`src/rtl/healthcare_alarm_pending.sv`:
```
// Pending-event logic for the alarm transmitter is implemented in hc_alarm_pending.sv.

```
`src/rtl/hc_alarm_pkg.sv`:
```
// Shared types and constants for the healthcare alarm transmitter.
// Optional feature macro: HC_ALARM_PARITY_EN (adds an even-parity bit after the data byte).
package hc_alarm_pkg;

  // Transmit FSM states; ST_PARITY is only visited when parity is enabled.
  typedef enum logic [2:0] {
    ST_IDLE,
    ST_START,
    ST_DATA,
    ST_PARITY,
    ST_STOP
  } state_t;

  // Alarm codes double as the index of the flag inside the pending vector.
  localparam logic [1:0] CODE_FALL  = 2'b00;
  localparam logic [1:0] CODE_PRESS = 2'b01;
  localparam logic [1:0] CODE_TEMP  = 2'b10;
  localparam logic [1:0] CODE_BLOOD = 2'b11;

  // Fixed upper bits of every transmitted byte.
  localparam logic [2:0] HDR = 3'b101;

  // One-hot pending-bit mask for an alarm code.
  function automatic logic [3:0] code_onehot(input logic [1:0] code);
    return 4'b0001 << code;
  endfunction

endpackage

```
`src/rtl/hc_alarm_pending.sv`:
```
// Edge detector, pending-event register and priority encoder for the alarm flags.
// Flag vector order is {blood, temp, pressure, fall}; bit index equals alarm code.
// Behaviour is identical with or without HC_ALARM_PARITY_EN.
module hc_alarm_pending
  import hc_alarm_pkg::*;
(
  input  logic       clk,
  input  logic       rst,
  input  logic [3:0] flags,
  input  logic [3:0] clear_onehot,
  output logic [3:0] pending,
  output logic       valid,
  output logic [1:0] code
);

  logic [3:0] prev;

  // Queue rising edges; a new edge on the bit being cleared keeps it set.
  always_ff @(posedge clk) begin
    if (rst) begin
      prev    <= 4'b0000;
      pending <= 4'b0000;
    end else begin
      prev    <= flags;
      pending <= (pending & ~clear_onehot) | (flags & ~prev);
    end
  end

  // Fixed priority: fall > pressure > temperature > blood.
  always_comb begin
    valid = |pending;
    code  = CODE_BLOOD;
    if (pending[CODE_FALL])       code = CODE_FALL;
    else if (pending[CODE_PRESS]) code = CODE_PRESS;
    else if (pending[CODE_TEMP])  code = CODE_TEMP;
  end

endmodule

```
`src/rtl/healthcare_alarm_transmitter.sv`:
```
// Serialises queued alarm events into UART-style frames for the nurse station.
// Frame: start(0), 8 data bits LSB first, [even parity], stop(1).
// Define HC_ALARM_PARITY_EN to insert the parity bit (11-bit frames instead of 10).
module healthcare_alarm_transmitter
  import hc_alarm_pkg::*;
#(
  parameter int CLKS_PER_BIT = 16
) (
  input  logic       clk,
  input  logic       rst,
  input  logic       presureAbnormality,
  input  logic       bloodAbnormality,
  input  logic       fallDetected,
  input  logic       temperatureAbnormality,
  output logic       tx_serial,
  output logic       tx_busy,
  output logic [3:0] pending,
  output logic       frame_sent
);

  localparam int CNT_W = (CLKS_PER_BIT > 2) ? $clog2(CLKS_PER_BIT) : 1;
  localparam logic [CNT_W-1:0] CNT_LAST = CNT_W'(CLKS_PER_BIT - 1);
  localparam logic [CNT_W-1:0] CNT_PRE  = CNT_W'(CLKS_PER_BIT - 2);

  state_t           state;
  logic [CNT_W-1:0] cnt;
  logic [2:0]       bit_idx;
  logic [7:0]       shift;
  logic [2:0]       seq;
  logic             alarm_valid;
  logic [1:0]       alarm_code;
  logic [3:0]       flags;
  logic [3:0]       clear_onehot;
`ifdef HC_ALARM_PARITY_EN
  logic             parity;
`endif

  assign flags = {bloodAbnormality, temperatureAbnormality, presureAbnormality, fallDetected};

  // The chosen event is dequeued on the same edge its frame is loaded.
  assign clear_onehot = (state == ST_IDLE && alarm_valid) ? code_onehot(alarm_code) : 4'b0000;

  hc_alarm_pending u_pending (
    .clk          (clk),
    .rst          (rst),
    .flags        (flags),
    .clear_onehot (clear_onehot),
    .pending      (pending),
    .valid        (alarm_valid),
    .code         (alarm_code)
  );

  // Frame FSM with bit-time counter; all outputs registered.
  always_ff @(posedge clk) begin
    if (rst) begin
      state      <= ST_IDLE;
      tx_serial  <= 1'b1;
      tx_busy    <= 1'b0;
      frame_sent <= 1'b0;
      seq        <= 3'd0;
      cnt        <= '0;
      bit_idx    <= 3'd0;
      shift      <= 8'h00;
`ifdef HC_ALARM_PARITY_EN
      parity     <= 1'b0;
`endif
    end else begin
      frame_sent <= 1'b0;
      case (state)
        ST_IDLE: begin
          if (alarm_valid) begin
            state     <= ST_START;
            tx_serial <= 1'b0;
            tx_busy   <= 1'b1;
            shift     <= {HDR, seq, alarm_code};
            cnt       <= '0;
`ifdef HC_ALARM_PARITY_EN
            parity    <= ^{HDR, seq, alarm_code};
`endif
          end
        end
        ST_START: begin
          if (cnt == CNT_LAST) begin
            cnt       <= '0;
            bit_idx   <= 3'd0;
            state     <= ST_DATA;
            tx_serial <= shift[0];
          end else begin
            cnt <= cnt + CNT_W'(1);
          end
        end
        ST_DATA: begin
          if (cnt == CNT_LAST) begin
            cnt <= '0;
            if (bit_idx == 3'd7) begin
`ifdef HC_ALARM_PARITY_EN
              state     <= ST_PARITY;
              tx_serial <= parity;
`else
              state     <= ST_STOP;
              tx_serial <= 1'b1;
`endif
            end else begin
              bit_idx   <= bit_idx + 3'd1;
              shift     <= shift >> 1;
              tx_serial <= shift[1];
            end
          end else begin
            cnt <= cnt + CNT_W'(1);
          end
        end
`ifdef HC_ALARM_PARITY_EN
        ST_PARITY: begin
          if (cnt == CNT_LAST) begin
            cnt       <= '0;
            state     <= ST_STOP;
            tx_serial <= 1'b1;
          end else begin
            cnt <= cnt + CNT_W'(1);
          end
        end
`endif
        ST_STOP: begin
          if (cnt == CNT_LAST) begin
            cnt     <= '0;
            state   <= ST_IDLE;
            tx_busy <= 1'b0;
            seq     <= seq + 3'd1;
          end else begin
            cnt <= cnt + CNT_W'(1);
            // Raise the pulse so it is visible during the final stop-bit cycle.
            if (cnt == CNT_PRE) frame_sent <= 1'b1;
          end
        end
        default: begin
          state     <= ST_IDLE;
          tx_serial <= 1'b1;
          tx_busy   <= 1'b0;
        end
      endcase
    end
  end

endmodule

```
`config.mk`:
```
export PLATFORM = sky130hd
export DESIGN_NAME = healthcare_alarm_transmitter
export DESIGN_NICKNAME = d
export VERILOG_FILES = /design/src/rtl/healthcare_alarm_pending.sv /design/src/rtl/hc_alarm_pkg.sv /design/src/rtl/hc_alarm_pending.sv /design/src/rtl/healthcare_alarm_transmitter.sv
export SDC_FILE = /design/constraint.sdc
export NUM_CORES = 1
export LEC_CHECK = 0
export CAP_MARGIN = 20
export CORE_MARGIN = 5
export CORE_UTILIZATION = 40
export DETAILED_ROUTE_END_ITERATION = 16
export PLACE_DENSITY_LB_ADDON = 0.12
export SLEW_MARGIN = 20
export SYNTH_ARGS = -nofsm -noshare
export SYNTH_HDL_FRONTEND = slang
export SYNTH_SLANG_ARGS = --single-unit
export TNS_END_PERCENT = 10
```
`constraint.sdc`:
```
create_clock -name clk -period 3.2 [get_ports clk]
set_input_delay 0.32 -clock clk [delete_from_list [all_inputs] [get_ports clk]]
set_output_delay 0.32 -clock clk [all_outputs]
set_load 0.02 [all_outputs]
```
Word-level counts from Yosys, hierarchy flattened
Cells that the tools add are included.

operators by class
  add/sub/neg operators = 3
  equal/unequal tests = 12
  shift operators = 1
  multiplexer cells = 29
  bitwise gates (word level) = 7
  reduce and logical (&&, ||, !) cells = 16

operators by type and width
  operator             count
  $mux 8               3
  $mux 3               7
  $pmux 8 s2           1
  $mux 4               3
  $ne 2x2->1 const B   6
  $pmux 3 s4           1
  $reduce_and 4->1     3
  $and 4x4->4          2
  $eq 4x4->1 const B   2
  $mux 1               8
  $not 4->4            2
  $pmux 4 s2           1
  $add 3x1->3 const B  2
  $eq 3x3->1 const B   2
  $pmux 3 s2           1
  $reduce_bool 2->1    3
  $reduce_or 3->1      2
  $reduce_and 5->1     1
  $add 4x1->4 const B  1
  $mux 2               2
  $or 4x4->4           1
  $pmux 1 s4           1
  $reduce_and 2->1     2
  $reduce_or 4->1      1
  9 further kinds      10

storage, ports and cells
  bits in registers = 32
  input bits = 6

Logic depth before layout (Yosys ltp)
Gate-level depths: netlist of the first run.

  word-level depth = 8
  depth in mapped cells = 7
  mapped depth without buffers = 6

Modules after synthesis
From an unflattened synthesis of the first run, not the netlist that was laid out.

unflattened totals
  cell total of the unflattened synthesis = 180
  area total of the unflattened synthesis = 1629.1 um^2

modules (own cells, without submodules)
  module                        instances  cells an instance  area an instance (um^2)  seq. area each (um^2)
  healthcare_alarm_transmitter  1          151                1353.8                   480.5
  hc_alarm_pending              1          29                 275.3                    160.2

Worst setup path before layout of the first run
OpenSTA, ideal clock, no wires.

  kind = register to register
  start = register bit_idx[0]
  end = register bit_idx[1]
  arrival time = 1.578 ns
  required time = 3.072 ns
  path slack = 1.494 ns
  stages on the path, launching flop included = 7
  cell sequence = dfxtp_1 -> ha_1 -> ha_1 -> or3b_1 -> a211o_1 -> a22oi_1 -> nor2_1

on the way
  cells in the longest elaborated chain, start to end = 4

RTL lines
  element                   RTL line                             text
  start: declaration        healthcare_alarm_transmitter.sv:27   logic [2:0] bit_idx;
  start signal: assignment  healthcare_alarm_transmitter.sv:104  bit_idx <= bit_idx + 3'd1;
  $add 3x1->3               healthcare_alarm_transmitter.sv:104
  $mux 3                    healthcare_alarm_transmitter.sv:95   if (bit_idx == 3'd7) begin
  $mux 3                    healthcare_alarm_transmitter.sv:93   if (cnt == CNT_LAST) begin
  $pmux 3 s2                healthcare_alarm_transmitter.sv:69   case (state)

Parallel ways exist; a longest one is shown, timed or not. The select of a mux whose other input is x is not followed.
A chain may end at the register's enable or synchronous reset.

Worst setup path in the final report of the first run
  start = register bit_idx[0]
  end = register shift[0]

on the way
  cells in the longest elaborated chain, start to end = 3

RTL lines
  element                            RTL line                             text
  $eq 3x3->1                         healthcare_alarm_transmitter.sv:95
  $ne 2x2->1 (no source line)        -
  $reduce_and 4->1 (no source line)  -
  end signal: assignment             healthcare_alarm_transmitter.sv:75   shift <= {HDR, seq, alarm_code};
  end signal: assignment             healthcare_alarm_transmitter.sv:105  shift <= shift >> 1;
  end: declaration                   healthcare_alarm_transmitter.sv:28   logic [7:0] shift;

Every way passes these cells.

==> results of run 1 <==
[cell families after synthesis]
kind of cell / count (synthesis)
buf+inv: 14
compound gates: 38
xor+xnor: 3
flops: 32
simple gates: 71
fa+ha+maj: 5
mux: 5
[critical path: cells and delay by family, from the launching register on]
family          cells  cell delay, ns
fa+ha+maj           2            0.43
simple gates        2            0.39
compound gates      2            0.67
flops               1            0.32
[sequential cells by signal (all words and copies together) (netlist names)]
signal,flops
shift,8
u_pending.pending,4
frame_sent,1
tx_busy,1
u_pending.prev,4
tx_serial,1
bit_idx,3
seq,3
cnt,4
state,3
[metal layers]
| metal | global-route usage, % | routed length [um] | up-vias |
|---|---|---|---|
| met2 | 18.9 | 1380 | 14 |
| li1 | - | - | 619 |
| met3 | 5.19 | 120 | 0 |
| met5 | 0 | 0 | - |
| met1 | 16.9 | 1370 | 546 |
| met4 | 3.55 | 0 | 0 |
[worst min path at each step]
stage,to,slack [ns],depth (start not counted)
4_1_cts,shift[6],0.45,2
6_report,shift[6],0.45,2
5_1_grt,shift[6],0.48,2
3_5_place_dp,shift[6],0.45,2
3_3_place_gp,shift[6],0.44,2
2_1_floorplan,shift[6],0.43,2
[power groups by stage]
| stage | registers [W] | clock network [W] | logic (W) |
|---|---|---|---|
| finish | 0.000446 | 0.000307 | 0.000118 |
| global route | 0.000450 | 0.000343 | 0.000133 |
| CTS | 0.000447 | 0.000320 | 0.000119 |
| detailed placement | 0.000455 | 0 | 0.000118 |
| global placement | 0.000454 | 0 | 0.000117 |
| floorplan | 0.000454 | 0 | 0.0000851 |
[per-stage QoR]
stage / std cells / util (%) / cell area (um2) / total power, W / setup WS (ns)
after global routing: 227 / 47.6 / 1740 / 0.000926 / 1.14
after floorplan: 168 / - / 1520 / 0.000539 / 1.49
after global placement: 219 / 45.1 / 1650 / 0.000570 / 1.34
after detailed placement: 219 / 45.1 / 1650 / 0.000573 / 1.30
after CTS: 227 / 47.6 / 1740 / 0.000885 / 1.29
final: 227 / 47.6 / 1740 / 0.000871 / 1.31
[cell usage in the layout (no fill, tap or decap), drive strengths merged]
cell type	instances
xor2	3
nand2	7
clkbuf	8
nor2	23
or3	2
mux2i	5
a31oi	3
a21boi	1
o21ai	9
nand3	4
nor2b	7
buf	1
o22ai	1
and3	1
a21oi	10
a311o	1
o21a	1
nand4b	1
nand3b	1
nor3	11
nand4	3
a22oi	4
dfxtp	32
ha	5
nand2b	4
clkdlybuf4s50	12
or4	1
or3b	2
inv	4
nor3b	3
a211oi	6
nor4	1
a211o	1
o211ai	1
[layout make-up]
cell class                 instances  area share, %
clock buffer                       8           5.17
inverter                           4          0.861
multi-input combinational        122           46.4
sequential                        32           36.8
tap                               48           3.45
timing repair buffer              13           7.32
==> metrics, run 1 <==
DR iter-0 viols 79; min-delay worst type register to register; WL/cell 12.7 um; Synth Flop Type dfxtp_1; Fin. Hold Viols 0; Multi-input gate area 810 um2; Fillers 356; First-pass DRT Iterations 4; Rel. slew slack 47.7%; peak supply drop 270 uV; Layout Nets 189; Final Skew 0.00489 ns; CP most frequent cell ha_1; clk sink count 32; vias 1179; Vias/cell 5.19; Crit path largest cell delay 0.44 ns; clock power share 35.3%; post-CTS setup buffer count 0; Max Root-Sink Buffers 2; Slew Limit Fails 0; synthesized area 1520 um2; fraction of registers with async set/reset 0%; initial core utilization 41.5%; reg2reg setup slack 1.31 ns; syn nets 179; clock root cell clkbuf_8; f_max 0.530 GHz; # resized after CTS 0; area share of the largest cell type after synthesis 42.1%; Simple-Gate Fraction of Synth Area 26.3%; top-count cell post-synth dfxtp_1; synthesis-to-layout area growth 14.7%; beginning of the worst register-to-register path bit_idx[0]; Synth Area in Compound Gates 17.8%; share of layout cells above drive strength 1 11.7%; Worst-Margin Slew 0.783 ns; Max-Cap Viols 0; initial antenna violation count 0; Reg2Reg Depth 6; Req. time, crit path 3.39 ns; Synth top cells by count dfxtp_1 (32), nor2_1 (20), a21oi_1 (10); crit path to shift[0]; Die Width 71.7 um; Synth area leader dfxtp_1; htree depth 2; slowest stage cell, crit path o22ai_4; Gate power share 13.5%; XOR/XNOR Fraction of Synth Area 1.73%; Avg Cell Area, Syn 9.05 um2; Net Sw Frac 25.0%; WP data arrival 2.07 ns; overall routed net length 2.87 mm; crit path time final 1.89 ns; Min Hold Slack 0.447 ns; worst-path maximum fanout 13; Detailed Place HPWL 2.06 mm; critical path launch point type register; internal power 0.000653 W; setup violators final 0; Synth area leaders dfxtp_1 (42%), nor2_1 (4.9%), ha_1 (4.1%); Row Count 22; IO Port Bufs 12; Sw Pwr 0.000218 W; crit share post-route 59.0%; RSZ-0062 raised after global routing false; Synth cell types 42; clock transition at the registers of the reported paths 0.06 ns; storage element area 641 um2; CP Capture Type register; hold_buf cts 0; largest family of logic cells by synthesized area simple AND/OR/NAND/NOR gates; CTS tree yes; core area 3660 um2; number of synthesized register bits 32; Ports 13; Setup crit start bit_idx[0]; Synthesis Warnings 0; GRT overflow 0; PD cells 500 nW/um2; Synth Area in Adders 4.12%; diodes inserted 0; status complete, no violations; Clock Latency Late Sink 0.27 ns; gr usage total 12.7%; setup TNS 0 ns; Die H 71.7 um; Post-synth EDFFs 0; CP cell instances ha_1, ha_1, nand4b_1, o22ai_4, nor2_1, a211oi_1; Mapped Cells 168; Seq pwr share 51.2%; Setup CP Type register to register; ANT nets after route 0; worst r2r dst shift[0]; Die ar. 5130 um2; largest net degree at the start of global routing 23; first-pass GRT wire length 5.15 mm; vias in the first global route 1096; routability cong. 0.760; CTS Buf Count 5; multiplexer share of the synthesized area 3.29%; hold path start shift[7]; register area share after synthesis 42.1%; residual DRC count 0; Leak 0.638 nW
Power figures use the tool's default switching activity.
==> inputs of run 2 (changes only) <==
clock period = 1.9 ns   (was 3.2 ns; I/O delays follow)
==> run 2 against run 1 <==
Global-route usage grew 0.95 points. Non-clock buffer count is 8 higher. Fmax is 7.6% higher. Sequential power grew 66%. Core utilization rose by 2.3 points. Die area is the same. Combinational power is 93% higher. Sequential share of layout area fell by 1.7 points. Wire length is 3.5% higher. Clock skew shrank 0.00053 ns. Worst setup slack lost 1.2 ns.
==> metrics, run 2 (synthesis gave the netlist of run 1 again) <==
status complete, no violations; WP data arrival 1.96 ns; reg2reg setup slack 0.15 ns; setup TNS 0 ns; gr usage total 13.6%; share of layout cells above drive strength 1 17.1%; largest reg by FF count shift; Max-Cap Viols 0; GRT overflow 0; initial antenna violation count 0; Slew Limit Fails 0; overall routed net length 2.97 mm; crit share post-route 92.3%; largest net degree at the start of global routing 17; Die Width 71.7 um; WL/cell 12.7 um; RSZ-0062 raised after global routing false; diodes inserted 0; Max Root-Sink Buffers 2; crit path time final 1.75 ns; CP Capture Type register; Die ar. 5130 um2; CTS tree yes; Hold Crit Depth 2; Row Count 22; initial core utilization 41.5%; Detailed Place HPWL 2.18 mm; Setup CP Type register to register; Rel. slew slack 57.8%; First-pass DRT Iterations 4; IO Port Bufs 12; critical path launch point type register; Worst Hold End shift[6]; Clock Latency Late Sink 0.28 ns; Fin. Hold Viols 0; leading cell types in the layout, fill and taps excluded dfxtp_1 (32), nor2_1 (20), clkdlybuf4s50_1 (12), a21oi_1 (10); most common cell after layout, fill and taps aside dfxtp_1; hold path start shift[7]; clock transition at the registers of the reported paths 0.06 ns; Ports 13; residual DRC count 0; max reg flops 8; min-delay worst type register to register; Worst-Margin Slew 0.631 ns; Min Hold Slack 0.461 ns; vias in the first global route 1186; first-pass GRT wire length 5.42 mm; core area 3660 um2; clk sink count 32; setup violators final 0; PD cells 880 nW/um2; beginning of the worst register-to-register path bit_idx[0]; worst-path maximum fanout 9; clock root cell clkbuf_8; htree depth 2; worst r2r dst shift[4]; Req. time, crit path 2.11 ns; Die H 71.7 um; hold_buf cts 0; Reg2Reg Depth 7; synthesis-to-layout area growth 20.2%; Final Skew 0.00436 ns; routability cong. 0.816; DR iter-0 viols 65; vias 1235; Fillers 355; peak supply drop 423 uV; Leak 0.686 nW; ANT nets after route 0; Vias/cell 5.26; CTS Buf Count 5; Layout Nets 197; f_max 0.570 GHz
==> run 2: power breakdown <==
| part | switching, W | internal [W] | leakage [nW] |
|---|---|---|---|
| clock | 0.000249 | 0.000389 | 0.0552 |
| combinational | 0.000118 | 0.000110 | 0.368 |
| sequential | 0.0000305 | 0.000712 | 0.263 |
| total | 0.000398 | 0.00121 | 0.686 |
==> run 2: what timing repair did <==
action	4_1_cts	5_1_grt
pin swaps	1	1
buffers inserted	2	0
resized for setup	0	2
setup endpoints to repair	1	7
==> run 2: stage by stage <==
stage | instances | setup slack (ns) | area (um2) | power, W | util, %
3_3_place_gp | 225 | 0.133 | 1700 | 0.000972 | 46.4
6_report | 235 | 0.147 | 1830 | 0.00161 | 49.9
4_1_cts | 235 | 0.0807 | 1820 | 0.00164 | 49.7
2_1_floorplan | 168 | 0.194 | 1520 | 0.000907 | -
5_1_grt | 235 | 0.0240 | 1830 | 0.00170 | 49.9
3_5_place_dp | 225 | 0.00226 | 1700 | 0.000976 | 46.4
==> run 2: area by class of cell <==
cell class	instances	area, um2	area share (%)
clock buffers	6	72.6	3.97
inverters	4	15.0	0.821
repair buffers	21	188	10.3
flip-flops and latches	32	641	35.0
well taps	48	60.1	3.29
clock inverters	2	35.0	1.92
multi-input cells	122	817	44.7
==> run 2: per-layer routing <==
metal / wire, um / up-vias / track usage, %
met2: 1380 / 15 / 20.9
met4: 85 / 0 / 8.77
met3: 122 / 6 / 4.77
met5: 0 / - / 0
li1: - / 632 / -
met1: 1390 / 582 / 16.1
==> run 2: worst max path at each step <==
stage | startpoint | endpoint | slack [ns] | depth (start not counted)
after floorplan | bit_idx[0] | bit_idx[1] | 0.19 | 6
after global placement | bit_idx[0] | shift[1] | 0.13 | 6
after detailed placement | bit_idx[0] | shift[0] | 0.002 | 6
after CTS | bit_idx[0] | shift[4] | 0.08 | 7
after global routing | bit_idx[0] | shift[4] | 0.02 | 7
final | bit_idx[0] | shift[4] | 0.15 | 7
==> run 2: critical path, stage by stage (launching register included) <==
cell	delay, ns
dfxtp_1	0.32
ha_1	0.20
ha_2	0.20
nand4b_1	0.31
o22ai_4	0.23
buf_4	0.20
nor2_2	0.05
a211oi_2	0.18
==> inputs of run 3 (changes only) <==
REMOVE_ABC_BUFFERS = 1   (was unset)
==> run 3 against run 2 <==
Global-route usage decreased by 0.21 points. Non-clock buffer count increased by 1. Core utilization is 0.62 points higher. Combinational power increased by 4%. Sequential power grew 0.9%. Register-to-register slack worse by 0.05 ns. Worst setup slack worse by 0.053 ns. Clock-buffer cell count grew 2. Via count increased by 0.32%. Largest power group unchanged.
==> metrics, run 3 (synthesis gave the netlist of run 1 again) <==
Gate power share 15.6%; slowest stage cell, crit path o22ai_4; Min Hold Slack 0.461 ns; Vias/cell 5.25; Setup CP Type register to register; worst-path maximum fanout 6; htree depth 2; status complete, no violations; f_max 0.554 GHz; clock root cell clkbuf_8; Sw Pwr 0.000392 W; DR iter-0 viols 98; initial core utilization 41.5%; routability cong. 0.789; Seq pwr share 49.3%; GRT overflow 0; Fin. Hold Viols 0; IO Port Bufs 12; wl on met1 1.45 mm; Final Skew 0.00312 ns; CTS Buf Count 5; Row Count 22; Detailed Place HPWL 2.28 mm; overall routed net length 3.16 mm; synthesis-to-layout area growth 21.7%; min-delay worst type register to register; core area 3660 um2; Reg2Reg Depth 7; Ports 13; setup TNS 0 ns; internal power 0.00113 W; Net Sw Frac 25.8%; clock power share 35.1%; clk sink count 32; Die H 71.7 um; RSZ-0062 raised after global routing false; CP Capture Type register; PD cells 821 nW/um2; Req. time, crit path 2.10 ns; most common cell after layout, fill and taps aside dfxtp_1; largest reg by FF count shift; Max Root-Sink Buffers 2; critical path launch point type register; clock transition at the registers of the reported paths 0.06 ns; wire length on met2 1.50 mm; Clock Latency Late Sink 0.28 ns; met3 routed WL 135 um; CP cell instances ha_2, ha_4, nand4b_1, o22ai_4, buf_4, nor2_2, a211oi_2; WP data arrival 2.01 ns; first-pass GRT wire length 5.50 mm; Worst Hold End shift[6]; Max-Cap Viols 0; initial antenna violation count 0; residual DRC count 0; Die ar. 5130 um2; beginning of the worst register-to-register path bit_idx[0]; hold path start shift[7]; leading cell types in the layout, fill and taps excluded dfxtp_1 (32), nor2_1 (20), clkdlybuf4s50_1 (12), a21oi_1 (10), nor3_1 (9); largest net degree at the start of global routing 15; crit share post-route 95.1%; share of layout cells above drive strength 1 17.0%; diodes inserted 0; Worst-Margin Slew 0.478 ns; Hold Crit Depth 2; crit path time final 1.81 ns; worst r2r dst shift[2]; gr usage total 13.4%; Die Width 71.7 um; Leak 0.686 nW; peak supply drop 584 uV; WL/cell 13.4 um; First-pass DRT Iterations 4; critical path's top delay family compound AO/OA/AOI/OAI gates; crit path buf inv count 1; uppermost layer routed met4; reg2reg setup slack 0.09 ns; vias 1239; hold_buf cts 0; Rel. slew slack 67.8%; CTS tree yes; setup violators final 0; Crit path largest cell delay 0.34 ns; ANT nets after route 0; Slew Limit Fails 0; max reg flops 8; vias in the first global route 1279; Layout Nets 198
==> run 3: cell types whose count changed in the layout (fill, tap and decap cells not counted), sizes merged <==
cell,change
buf,+1
bufinv,-1
clkbuf,+2
clkinv,-1
==> run 3: what timing repair did <==
action / 4_1_cts / 5_1_grt
setup buffers: 0 / 3
resized for setup: 0 / 3
setup endpoints to repair: 0 / 9
==> run 3: worst max path at each step <==
stage	from	end	cells past startpoint
5_1_grt	cnt[0]	shift[2]	6
6_report	bit_idx[0]	shift[2]	7
4_1_cts	bit_idx[0]	shift[1]	6
2_1_floorplan	bit_idx[0]	bit_idx[1]	6
3_5_place_dp	bit_idx[0]	shift[1]	6
3_3_place_gp	bit_idx[0]	shift[1]	6
==> run 3: per-layer routing <==
layer  global-route usage [%]  up-vias
met5                        0        -
met3                     3.65        9
li1                         -      634
met4                     7.52        0
met1                     16.0      570
met2                     21.7       26
==> run 3: area by class of cell <==
type	instances	area (um2)
inverter	4	15.0
timing repair buffer	22	220
tap	48	60.1
clock buffer	8	90.1
sequential	32	641
fill	340	1810
multi-input combinational	122	825
==> run 3: stage by stage <==
stage / setup slack [ns] / cell area (um2) / total power (W) / std cells / utilization (%)
floorplan: 0.205 / 1470 / 0.000889 / 158 / -
global placement: 0.134 / 1710 / 0.000972 / 225 / 46.7
detailed placement: 0.0581 / 1710 / 0.000978 / 225 / 46.7
CTS: 0.0249 / 1800 / 0.00152 / 233 / 49.2
global route: 0.00974 / 1850 / 0.00159 / 236 / 50.5
finish: 0.0940 / 1850 / 0.00152 / 236 / 50.5
==> run 3: power groups by stage <==
| stage | Sequential (W) | Clock [W] | Combinational, W |
|---|---|---|---|
| detailed placement | 0.000763 | 0 | 0.000215 |
| CTS | 0.000748 | 0.000552 | 0.000216 |
| finish | 0.000749 | 0.000533 | 0.000237 |
| global route | 0.000754 | 0.000576 | 0.000264 |
| floorplan | 0.000771 | 0 | 0.000118 |
| global placement | 0.000761 | 0 | 0.000210 |
==> run 3: tightest hold or removal path, delay by kind of cell, from the launching register on <==
family / cells / cell delay [ns]
compound gates: 1 / 0.05
flops: 1 / 0.31
simple gates: 1 / 0.05
